`src/rtl/pio_pkg.sv`:
```
// pio_pkg: CQ descriptor types shared by the PIO receive path and CC bench.
// The 128-bit descriptor arrives as two 64-bit beats; offsets are per beat.
package pio_pkg;

  typedef enum logic [3:0] {
    MEM_RD = 4'h0,
    MEM_WR = 4'h1
  } req_type_e;

  localparam int B0_AT_LSB   = 0;
  localparam int B1_DWC_LSB  = 0;
  localparam int B1_TYPE_LSB = 11;
  localparam int B1_RID_LSB  = 16;
  localparam int B1_TAG_LSB  = 32;
  localparam int B1_TC_LSB   = 57;
  localparam int B1_ATTR_LSB = 60;

  typedef struct packed {
    logic [63:0] addr;
    logic [1:0]  at;
    logic [10:0] dword_count;
    req_type_e   req_type;
    logic [15:0] rid;
    logic [7:0]  tag;
    logic [2:0]  tc;
    logic [2:0]  attr;
    logic [3:0]  first_be;
  } cq_desc_t;

  typedef enum logic [2:0] {
    DESC0,
    DESC1,
    DATA,
    RD_WAIT,
    DISCARD
  } cq_state_e;

endpackage

```
`src/rtl/pio_cq_desc_decode.sv`:
```
// pio_cq_desc_decode: pure field extraction for CQ descriptor beats.
// beat0 carries only address/AT/first_be; beat1 carries the rest.
module pio_cq_desc_decode
  import pio_pkg::*;
(
  input  logic [63:0] tdata,
  input  logic [3:0]  first_be,
  output cq_desc_t    beat0,
  output cq_desc_t    beat1
);

  always_comb begin
    beat0          = '0;
    beat0.addr     = tdata & ~64'h3;
    beat0.at       = tdata[B0_AT_LSB +: 2];
    beat0.first_be = first_be;

    beat1             = '0;
    beat1.dword_count = tdata[B1_DWC_LSB +: 11];
    beat1.req_type    = req_type_e'(tdata[B1_TYPE_LSB +: 4]);
    beat1.rid         = tdata[B1_RID_LSB +: 16];
    beat1.tag         = tdata[B1_TAG_LSB +: 8];
    beat1.tc          = tdata[B1_TC_LSB +: 3];
    beat1.attr        = tdata[B1_ATTR_LSB +: 3];
  end

endmodule

```
`src/rtl/pio_cq_rx.sv`:
```
// pio_cq_rx: CQ receive stage; 1-DW writes issued, 1-DW reads handed off.
// Define PIO_DROP_CNT_EN to implement the saturating drop_count.
module pio_cq_rx
  import pio_pkg::*;
#(
  parameter int C_DATA_WIDTH = 64,
  parameter int KEEP_WIDTH   = C_DATA_WIDTH / 32,
  parameter int ADDR_WIDTH   = 12
) (
  input  logic                    user_clk,
  input  logic                    reset_n,
  input  logic [C_DATA_WIDTH-1:0] cq_tdata,
  input  logic [84:0]             cq_tuser,
  input  logic                    cq_tlast,
  input  logic [KEEP_WIDTH-1:0]   cq_tkeep,
  input  logic                    cq_tvalid,
  output logic                    cq_tready,
  output logic                    rd_req_valid,
  input  logic                    rd_req_ready,
  output logic [ADDR_WIDTH-1:0]   rd_req_addr,
  output logic [1:0]              rd_req_at,
  output logic [15:0]             rd_req_rid,
  output logic [7:0]              rd_req_tag,
  output logic [2:0]              rd_req_tc,
  output logic [2:0]              rd_req_attr,
  output logic [3:0]              rd_req_first_be,
  output logic                    wr_en,
  output logic [ADDR_WIDTH-1:0]   wr_addr,
  output logic [31:0]             wr_data,
  output logic [3:0]              wr_be,
  output logic [15:0]             drop_count
);

  cq_state_e state_q, state_d;
  cq_desc_t  desc_q, desc_d;
  cq_desc_t  d0, d1;
  logic      live_q;
  logic      wr_en_q, wr_en_d;
  logic [ADDR_WIDTH-1:0] wr_addr_q, wr_addr_d;
  logic [31:0] wr_data_q, wr_data_d;
  logic [3:0]  wr_be_q, wr_be_d;
  logic acc, drop, rd_ok, wr_ok;

  pio_cq_desc_decode u_dec (
    .tdata    (cq_tdata),
    .first_be (cq_tuser[3:0]),
    .beat0    (d0),
    .beat1    (d1)
  );

  assign cq_tready = live_q && (state_q != RD_WAIT);
  assign acc       = cq_tvalid && cq_tready;

  assign rd_ok = (d1.req_type == MEM_RD) &&
                 (d1.dword_count == 11'd1) && cq_tlast;
  assign wr_ok = (d1.req_type == MEM_WR) &&
                 (d1.dword_count == 11'd1) && !cq_tlast;

  always_comb begin
    state_d   = state_q;
    desc_d    = desc_q;
    wr_en_d   = 1'b0;
    wr_addr_d = wr_addr_q;
    wr_data_d = wr_data_q;
    wr_be_d   = wr_be_q;
    drop      = 1'b0;
    unique case (state_q)
      DESC0: begin
        if (acc) begin
          desc_d.addr     = d0.addr;
          desc_d.at       = d0.at;
          desc_d.first_be = d0.first_be;
          if (cq_tlast) drop = 1'b1;
          else          state_d = DESC1;
        end
      end
      DESC1: begin
        if (acc) begin
          desc_d.dword_count = d1.dword_count;
          desc_d.req_type    = d1.req_type;
          desc_d.rid         = d1.rid;
          desc_d.tag         = d1.tag;
          desc_d.tc          = d1.tc;
          desc_d.attr        = d1.attr;
          unique case (1'b1)
            rd_ok: state_d = RD_WAIT;
            wr_ok: state_d = DATA;
            default: begin
              drop    = 1'b1;
              state_d = cq_tlast ? DESC0 : DISCARD;
            end
          endcase
        end
      end
      DATA: begin
        if (acc) begin
          if (!cq_tlast) begin
            drop    = 1'b1;
            state_d = DISCARD;
          end else if (cq_tkeep[0]) begin
            wr_en_d   = 1'b1;
            wr_addr_d = desc_q.addr[ADDR_WIDTH-1:0];
            wr_data_d = cq_tdata[31:0];
            wr_be_d   = desc_q.first_be;
            state_d   = DESC0;
          end else begin
            drop    = 1'b1;
            state_d = DESC0;
          end
        end
      end
      RD_WAIT: begin
        if (rd_req_ready) state_d = DESC0;
      end
      DISCARD: begin
        if (acc && cq_tlast) state_d = DESC0;
      end
      default: state_d = DESC0;
    endcase
  end

  always_ff @(posedge user_clk or negedge reset_n) begin
    if (!reset_n) begin
      state_q   <= DESC0;
      live_q    <= 1'b0;
      desc_q    <= '0;
      wr_en_q   <= 1'b0;
      wr_addr_q <= '0;
      wr_data_q <= '0;
      wr_be_q   <= '0;
    end else begin
      state_q   <= state_d;
      live_q    <= 1'b1;
      desc_q    <= desc_d;
      wr_en_q   <= wr_en_d;
      wr_addr_q <= wr_addr_d;
      wr_data_q <= wr_data_d;
      wr_be_q   <= wr_be_d;
    end
  end

  // Valid is decoded from state so reset withdraws it asynchronously.
  assign rd_req_valid    = (state_q == RD_WAIT);
  assign rd_req_addr     = desc_q.addr[ADDR_WIDTH-1:0];
  assign rd_req_at       = desc_q.at;
  assign rd_req_rid      = desc_q.rid;
  assign rd_req_tag      = desc_q.tag;
  assign rd_req_tc       = desc_q.tc;
  assign rd_req_attr     = desc_q.attr;
  assign rd_req_first_be = desc_q.first_be;

  assign wr_en   = wr_en_q;
  assign wr_addr = wr_addr_q;
  assign wr_data = wr_data_q;
  assign wr_be   = wr_be_q;

`ifdef PIO_DROP_CNT_EN
  logic [15:0] drop_cnt_q, drop_cnt_d;

  always_comb begin
    drop_cnt_d = drop_cnt_q;
    if (drop && (drop_cnt_q != 16'hFFFF))
      drop_cnt_d = drop_cnt_q + 16'd1;
  end

  always_ff @(posedge user_clk or negedge reset_n) begin
    if (!reset_n) drop_cnt_q <= '0;
    else          drop_cnt_q <= drop_cnt_d;
  end

  assign drop_count = drop_cnt_q;
`else
  assign drop_count = '0;
`endif

  logic unused_ok;
  assign unused_ok = ^{d0, d1, desc_q, cq_tuser[84:4], cq_tkeep, drop};

endmodule

```
`config.mk`:
```
export PLATFORM = sky130hd
export DESIGN_NAME = pio_cq_rx
export DESIGN_NICKNAME = d
export VERILOG_FILES = /design/src/rtl/pio_pkg.sv /design/src/rtl/pio_cq_desc_decode.sv /design/src/rtl/pio_cq_rx.sv
export SDC_FILE = /design/constraint.sdc
export NUM_CORES = 1
export LEC_CHECK = 0
export BUFFER_PORTS_ARGS = -buffer_cell sky130_fd_sc_hd__buf_2
export CAP_MARGIN = 20
export CORE_AREA = 3 3 103 105
export CTS_CLUSTER_SIZE = 10
export DETAILED_ROUTE_END_ITERATION = 12
export DIE_AREA = 0 0 106 108
export PLACE_DENSITY = 0.78
export SLEW_MARGIN = 15
export SYNTH_ARGS = -nofsm -noshare
export SYNTH_HDL_FRONTEND = slang
export SYNTH_SLANG_ARGS = --single-unit
export TNS_END_PERCENT = 50
```
`constraint.sdc`:
```
create_clock -name user_clk -period 2.8 [get_ports user_clk]
set_clock_uncertainty 0.2 [all_clocks]
set_input_delay 0 -clock user_clk [delete_from_list [all_inputs] [get_ports user_clk]]
set_output_delay 0 -clock user_clk [all_outputs]
set_load 0.1 [all_outputs]
```
# --- Yosys cells after proc, flatten, opt, wreduce, memory -nomap -nowiden ---
# Cells that the tools add are included.
totals:
  register_bits: 97
  inputBits: 156
  output_inout_bits: 115
  elab_cells: 53
classes:
  n_eq_ne: 13
  n_mux: 13
  n_reduce_logical: 14
ops:
  columns: ["operator", "n"]
  rows:
  - ["2-to-1 mux 3 bit", 7]
  - ["case mux 3 bit (5 select lines)", 1]
  - ["== test 11 x 1 -> 1 bit, second input constant", 1]
  - ["!= test 2 bit, second input constant", 5]
  - ["logical AND 1 bit", 7]
  - ["== test 3 x 2 -> 1 bit, second input constant", 2]
  - ["case mux 3 bit (2 select lines)", 1]
  - ["AND reduction 6 bit", 1]
  - ["== test 4 x 1 -> 1 bit, second input constant", 1]
  - ["zero test 4 bit", 1]
  - ["2-to-1 mux 1 bit", 4]
  - ["AND reduction 2 bit", 2]
  - ["AND reduction 4 bit", 1]
  - ["== test 3 x 1 -> 1 bit, second input constant", 1]
  - ["== test 3 bit, second input constant", 1]
  - ["zero test 3 bit", 1]
  - ["!= test 3 x 2 -> 1 bit, second input constant", 1]
  - ["!= test 2 x 1 -> 1 bit, second input constant", 1]
  - ["zero test 1 bit", 1]

# --- Logic depth before layout (Yosys ltp) ---
logic_depth:
  ltp_word: 6
  depth_mapped: 7
  mapped_depth_nobuf: 4

# --- Modules after synthesis ---
# From an unflattened synthesis, not the netlist that was laid out.
unflattened:
  cells_unflattened: 491
  area_unflattened_um2: 5808.1
modules_own_cells:
  columns: ["mod", "n_inst", "cells_per_inst", "area_each_um2", "seq_area_each_um2"]
  rows:
  - ["pio_cq_rx", 1, 260, 4077.7, 2527.4]
  - ["pio_cq_desc_decode", 1, 231, 1730.4, 0.0]

# --- Least setup slack after synthesis ---
# OpenSTA, ideal clock, no wires.
synth_path:
  path_type: "register to output"
  start: "reg state_q[0]"
  end: "out cq_tready"
  arrival_time_ns: 4.188
  t_required_ns: 2.600
  setup_slack_ns: -1.588
  stages_incl_launch_ff: 4
  n_path_buf: 1
  cell_sequence: "dfrtp_1 > buf_2 > nor3b_1 > nor2b_1"
synth_between:
  elab_chain_len: 2
synth_lines:
  columns: ["item", "line_no", "rtl"]
  rows:
  - ["from (decl)", "pio_cq_rx.sv:34", "cq_state_e state_q, state_d;"]
  - ["from (signal assigned)", "pio_cq_rx.sv:132", "state_q <= state_d;"]
  - ["!= test 3 x 2 -> 1 bit", "pio_cq_rx.sv:51", "assign cq_tready = live_q && (state_q != RD_WAIT);"]
  - ["logical AND 1 bit", "pio_cq_rx.sv:51", null]
  - ["to (decl)", "pio_cq_rx.sv:17", "output logic cq_tready,"]
# No other way between the ends.

# --- Worst setup path after layout ---
layout_path:
  start: "reg state_q[1]"
  end: "reg wr_data_q[24], in the netlist wr_data[24]"
layout_between:
  elab_chain_len: 4
  elab_cells_between_ends: 5
  cone_classes: "2 x eq/ne; 3 x reduce/logical"
layout_lines:
  columns: ["item", "line_no", "rtl"]
  rows:
  - ["!= test 3 x 2 -> 1 bit", "pio_cq_rx.sv:51", null]
  - ["logical AND 1 bit", "pio_cq_rx.sv:51", null]
  - ["logical AND 1 bit", "pio_cq_rx.sv:52", "assign acc = cq_tvalid && cq_tready;"]
  - ["AND reduction 4 bit (no source line) (*)", null, null]
  - ["to (signal assigned)", "pio_cq_rx.sv:137", "wr_data_q <= wr_data_d;"]
  - ["to (decl)", "pio_cq_rx.sv:40", "logic [31:0] wr_data_q, wr_data_d;"]
# Every way passes the cells marked *; elsewhere a longest branch is shown, timed or not.
# A chain may end at the register's enable or synchronous reset.

==> flow_summary.toml <==
[status]
outcome = "complete, no violations"

[route]
routed.top_layer = "met4"
detail_route.wirelength_um = 10200
drt_iter0_drc = 140
drcViolationCount = 0
viasPerCell = 4.75
route.met3.wl_um = 924
routed-via-count = 2879
met2WireLength_um = 4870
detail_route.first_pass.iterations = 4
m1WireLength_um = 4270
drt-wirelength-per-cell_um = 16.8
detail-route-antenna-nets = 0

[clock_network]
clk-insertion-delay-late_ns = 0.36
cts-root-to-sink-buffers = 2
hold_buffers = 54
clk_transition_reported_paths_ns = 0.10
cts_root_buf = "sky130_fd_sc_hd__clkbuf_8"
tritoncts = "done"
clock_sink_count = 97
cts.repair_timing.setup_buffer_count = 0
tritoncts.num_buffers = 9
htree_num_levels = 3
cts.repair.resized = 0

[global_routing]
global_route.overflow_total = 0
grt_max_degree = 53
global_route_wire_length_before_repair_um = 16200
first_global_vias = 2968
grt_antenna_before_repair = 0
gr_util_all_layers_pct = 18.2

[final_layout]
insertedDiodeCount = 0
final_net_count = 624
syn_to_final_growth_pct = 37.5
layout-drive-gt1-share_pct = 57.1

[power]
power_leakage_nw = 2.90
switching_power_mw = 3.81
peakVddDrop_mv = 0.890
comb_power_share_pct = 55.7
power.density_cell_area_nw_per_um2 = 1170
p_clk_share_pct = 14.2
power_frac_seq_pct = 30.0
swShare_pct = 57.6
p_int_mw = 2.81

[timing]
final-max-slew-violation-count = 0
worstMarginPinSlew_ns = 0.669
period_needed_ns = 2.27
hold_ws_ns = 0.00728
setup_repair_after_global_routing_missed_its_margin = "no"
fin_tns_setup_ns = 0
min_period_over_period_pct = 80.9
achievable-frequency_mhz = 441
report.final.hold_viol_count = 0
setup_viol = 0
slew_headroom_pct = 55.4

[hold_path]
kind_of_path_behind_the_tightest_hold_check = "input port to async pin"

[synthesis]
synthDominantCellAreaShare_pct = 59.2
ys_warn_count = 0
postSynthAreaPerCell_um2 = 15.8
synth_async_sr_flop_share_pct = 100
synthTopCellsByArea = "sky130_fd_sc_hd__dfrtp_1 59%, sky130_fd_sc_hd__mux2_2 18%, sky130_fd_sc_hd__mux2_4 11%"
synthCells = 260
post-synth-top-area-cell = "sky130_fd_sc_hd__dfrtp_1"
post_synthesis_sequential_area_ratio_pct = 59.2
count_of_flip_flops_with_a_built_in_enable_after_synthesis = 0
ys_seq_elements = 97
yosysUniqueCellTypes = 31
synth_area_um2 = 4100
ys_dominant_reg_cell = "sky130_fd_sc_hd__dfrtp_1"

[floorplanning]
floorplan.rows = 36
die_height_um = 108
design.die.area_um2 = 11400
fp.dieW_um = 106
ioPinCount = 271
coreArea_um2 = 9730
floorplan.initialDensity_pct = 42.2

[placed_design]
port-buffer-count = 150
detailedPlacementHpwl_um = 6580
gp_congestion = 0.744

[worst_setup_path]
worstSetupStartpoint = "state_q[1]$_DFFE_PN0P_"
endpoint_kind = "flop"
timing.setup.critical_path_class = "flop to flop"
reg2reg_start = "state_q[1]$_DFFE_PN0P_"
required_arrival_time_at_the_worst_endpoint_ns = 2.83
arrival_ns = 2.30
critical_path.startpoint_type = "flop"
critPathMaxFanout = 16

[run]
maxcap_viol_count = 0
## final timing paths
path	slack, ns	to	cells after the start
min reg2reg	0.31	wr_data[31]$_DFFE_PN0P_	1
max reg2reg	0.53	wr_data[24]$_DFFE_PN0P_	5
max	0.53	wr_data[24]$_DFFE_PN0P_	5
min in group user_clk	0.04	state_q[0]$_DFFE_PN0P_	5
min	0.007	rd_req_rid[10]$_DFFE_PN0P_	2
max in group asynchronous	1.56	rd_req_first_be[0]$_DFFE_PN0P_	3
## metrics by stage
step	util (%)	power [mW]	std cells	worst slack [ns]	area, um^2
global route	58.0	6.85	606	0.430	5640
floorplan	-	5.05	279	0.394	4190
finish	58.0	6.61	606	0.534	5640
detailed placement	50.3	5.62	536	0.537	4890
CTS	58.0	6.62	606	0.535	5640
global placement	50.3	5.57	536	0.569	4890
## cells in the final DEF, fill, tap and decap left out, types with 2 or more instances in the layout
cell	instances
sky130_fd_sc_hd__conb_1	21
sky130_fd_sc_hd__mux2_2	64
sky130_fd_sc_hd__nor2_1	3
sky130_fd_sc_hd__inv_1	3
sky130_fd_sc_hd__o211ai_1	2
sky130_fd_sc_hd__buf_4	6
sky130_fd_sc_hd__dfrtp_1	97
sky130_fd_sc_hd__dlygate4sd3_1	54
sky130_fd_sc_hd__nor2b_1	3
sky130_fd_sc_hd__nor4_1	3
sky130_fd_sc_hd__mux2_4	29
sky130_fd_sc_hd__buf_2	149
sky130_fd_sc_hd__inv_6	3
sky130_fd_sc_hd__nand4_1	3
sky130_fd_sc_hd__o21ai_0	3
sky130_fd_sc_hd__clkbuf_8	9
## per-layer routing
metal  GRT usage, %  up-vias
met1           22.8     1416
met4           5.46        0
met2           30.1      150
li1               -     1299
met5              0        -
met3           6.15       14
## sequential cells by signal, indices dropped and copies added (netlist names)
signal and cells:
rd_req_attr 3, wr_en 1, rd_req_addr 10, rd_req_at 2
state_q 3, wr_be 4, rd_req_tag 8, rd_req_rid 16
rd_req_first_be 4, live_q 1, rd_req_tc 3, wr_data 32
wr_addr 10
## worst max-delay path, cell delays in order, from the launching register on
cell	delay [ns]
sky130_fd_sc_hd__dfrtp_1	0.50
sky130_fd_sc_hd__inv_1	0.16
sky130_fd_sc_hd__nor3_2	0.21
sky130_fd_sc_hd__and3_4	0.41
sky130_fd_sc_hd__buf_4	0.33
sky130_fd_sc_hd__mux2_4	0.33
## synth_stat cells (3+ instances only)
library cell	number
sky130_fd_sc_hd__inv_1	3
sky130_fd_sc_hd__mux2_4	29
sky130_fd_sc_hd__buf_12	3
sky130_fd_sc_hd__buf_2	5
sky130_fd_sc_hd__o21ai_0	3
sky130_fd_sc_hd__nor4_1	3
sky130_fd_sc_hd__nor2b_1	3
sky130_fd_sc_hd__nand4_1	3
sky130_fd_sc_hd__nor2_1	3
sky130_fd_sc_hd__dfrtp_1	97
sky130_fd_sc_hd__buf_4	23
sky130_fd_sc_hd__mux2_2	64
## power by group through the flow
stage | Sequential (mW) | Clock [mW] | Combinational (mW)
2_1_floorplan | 4.45 | 0 | 0.607
3_3_place_gp | 1.97 | 0 | 3.59
3_5_place_dp | 1.99 | 0 | 3.62
4_1_cts | 1.97 | 0.973 | 3.68
5_1_grt | 2.03 | 1.03 | 3.79
6_report | 1.99 | 0.941 | 3.69
## kinds of logic after synthesis
| logic type | count (synthesis) | synth area share (%) |
|---|---|---|
| flip-flops | 97 | 59.2 |
| multiplexers | 93 | 28.2 |
| buffers and inverters | 35 | 6.92 |
| AND/OR/NAND/NOR | 22 | 3.72 |
| AO/OA/AOI/OAI | 10 | 1.62 |
| other | 2 | 0.183 |
| XOR/XNOR | 1 | 0.214 |
## final cells by class
type	count	area, um^2
Clock buffer	9	124
Clock inverter	7	86.3
Fill cell	752	4090
Inverter	3	11.3
Multi-Input combinational cell	147	1470
Sequential cell	97	2430
Tap cell	133	166
Timing Repair Buffer	210	1350
(Power assumes the default switching activity.)
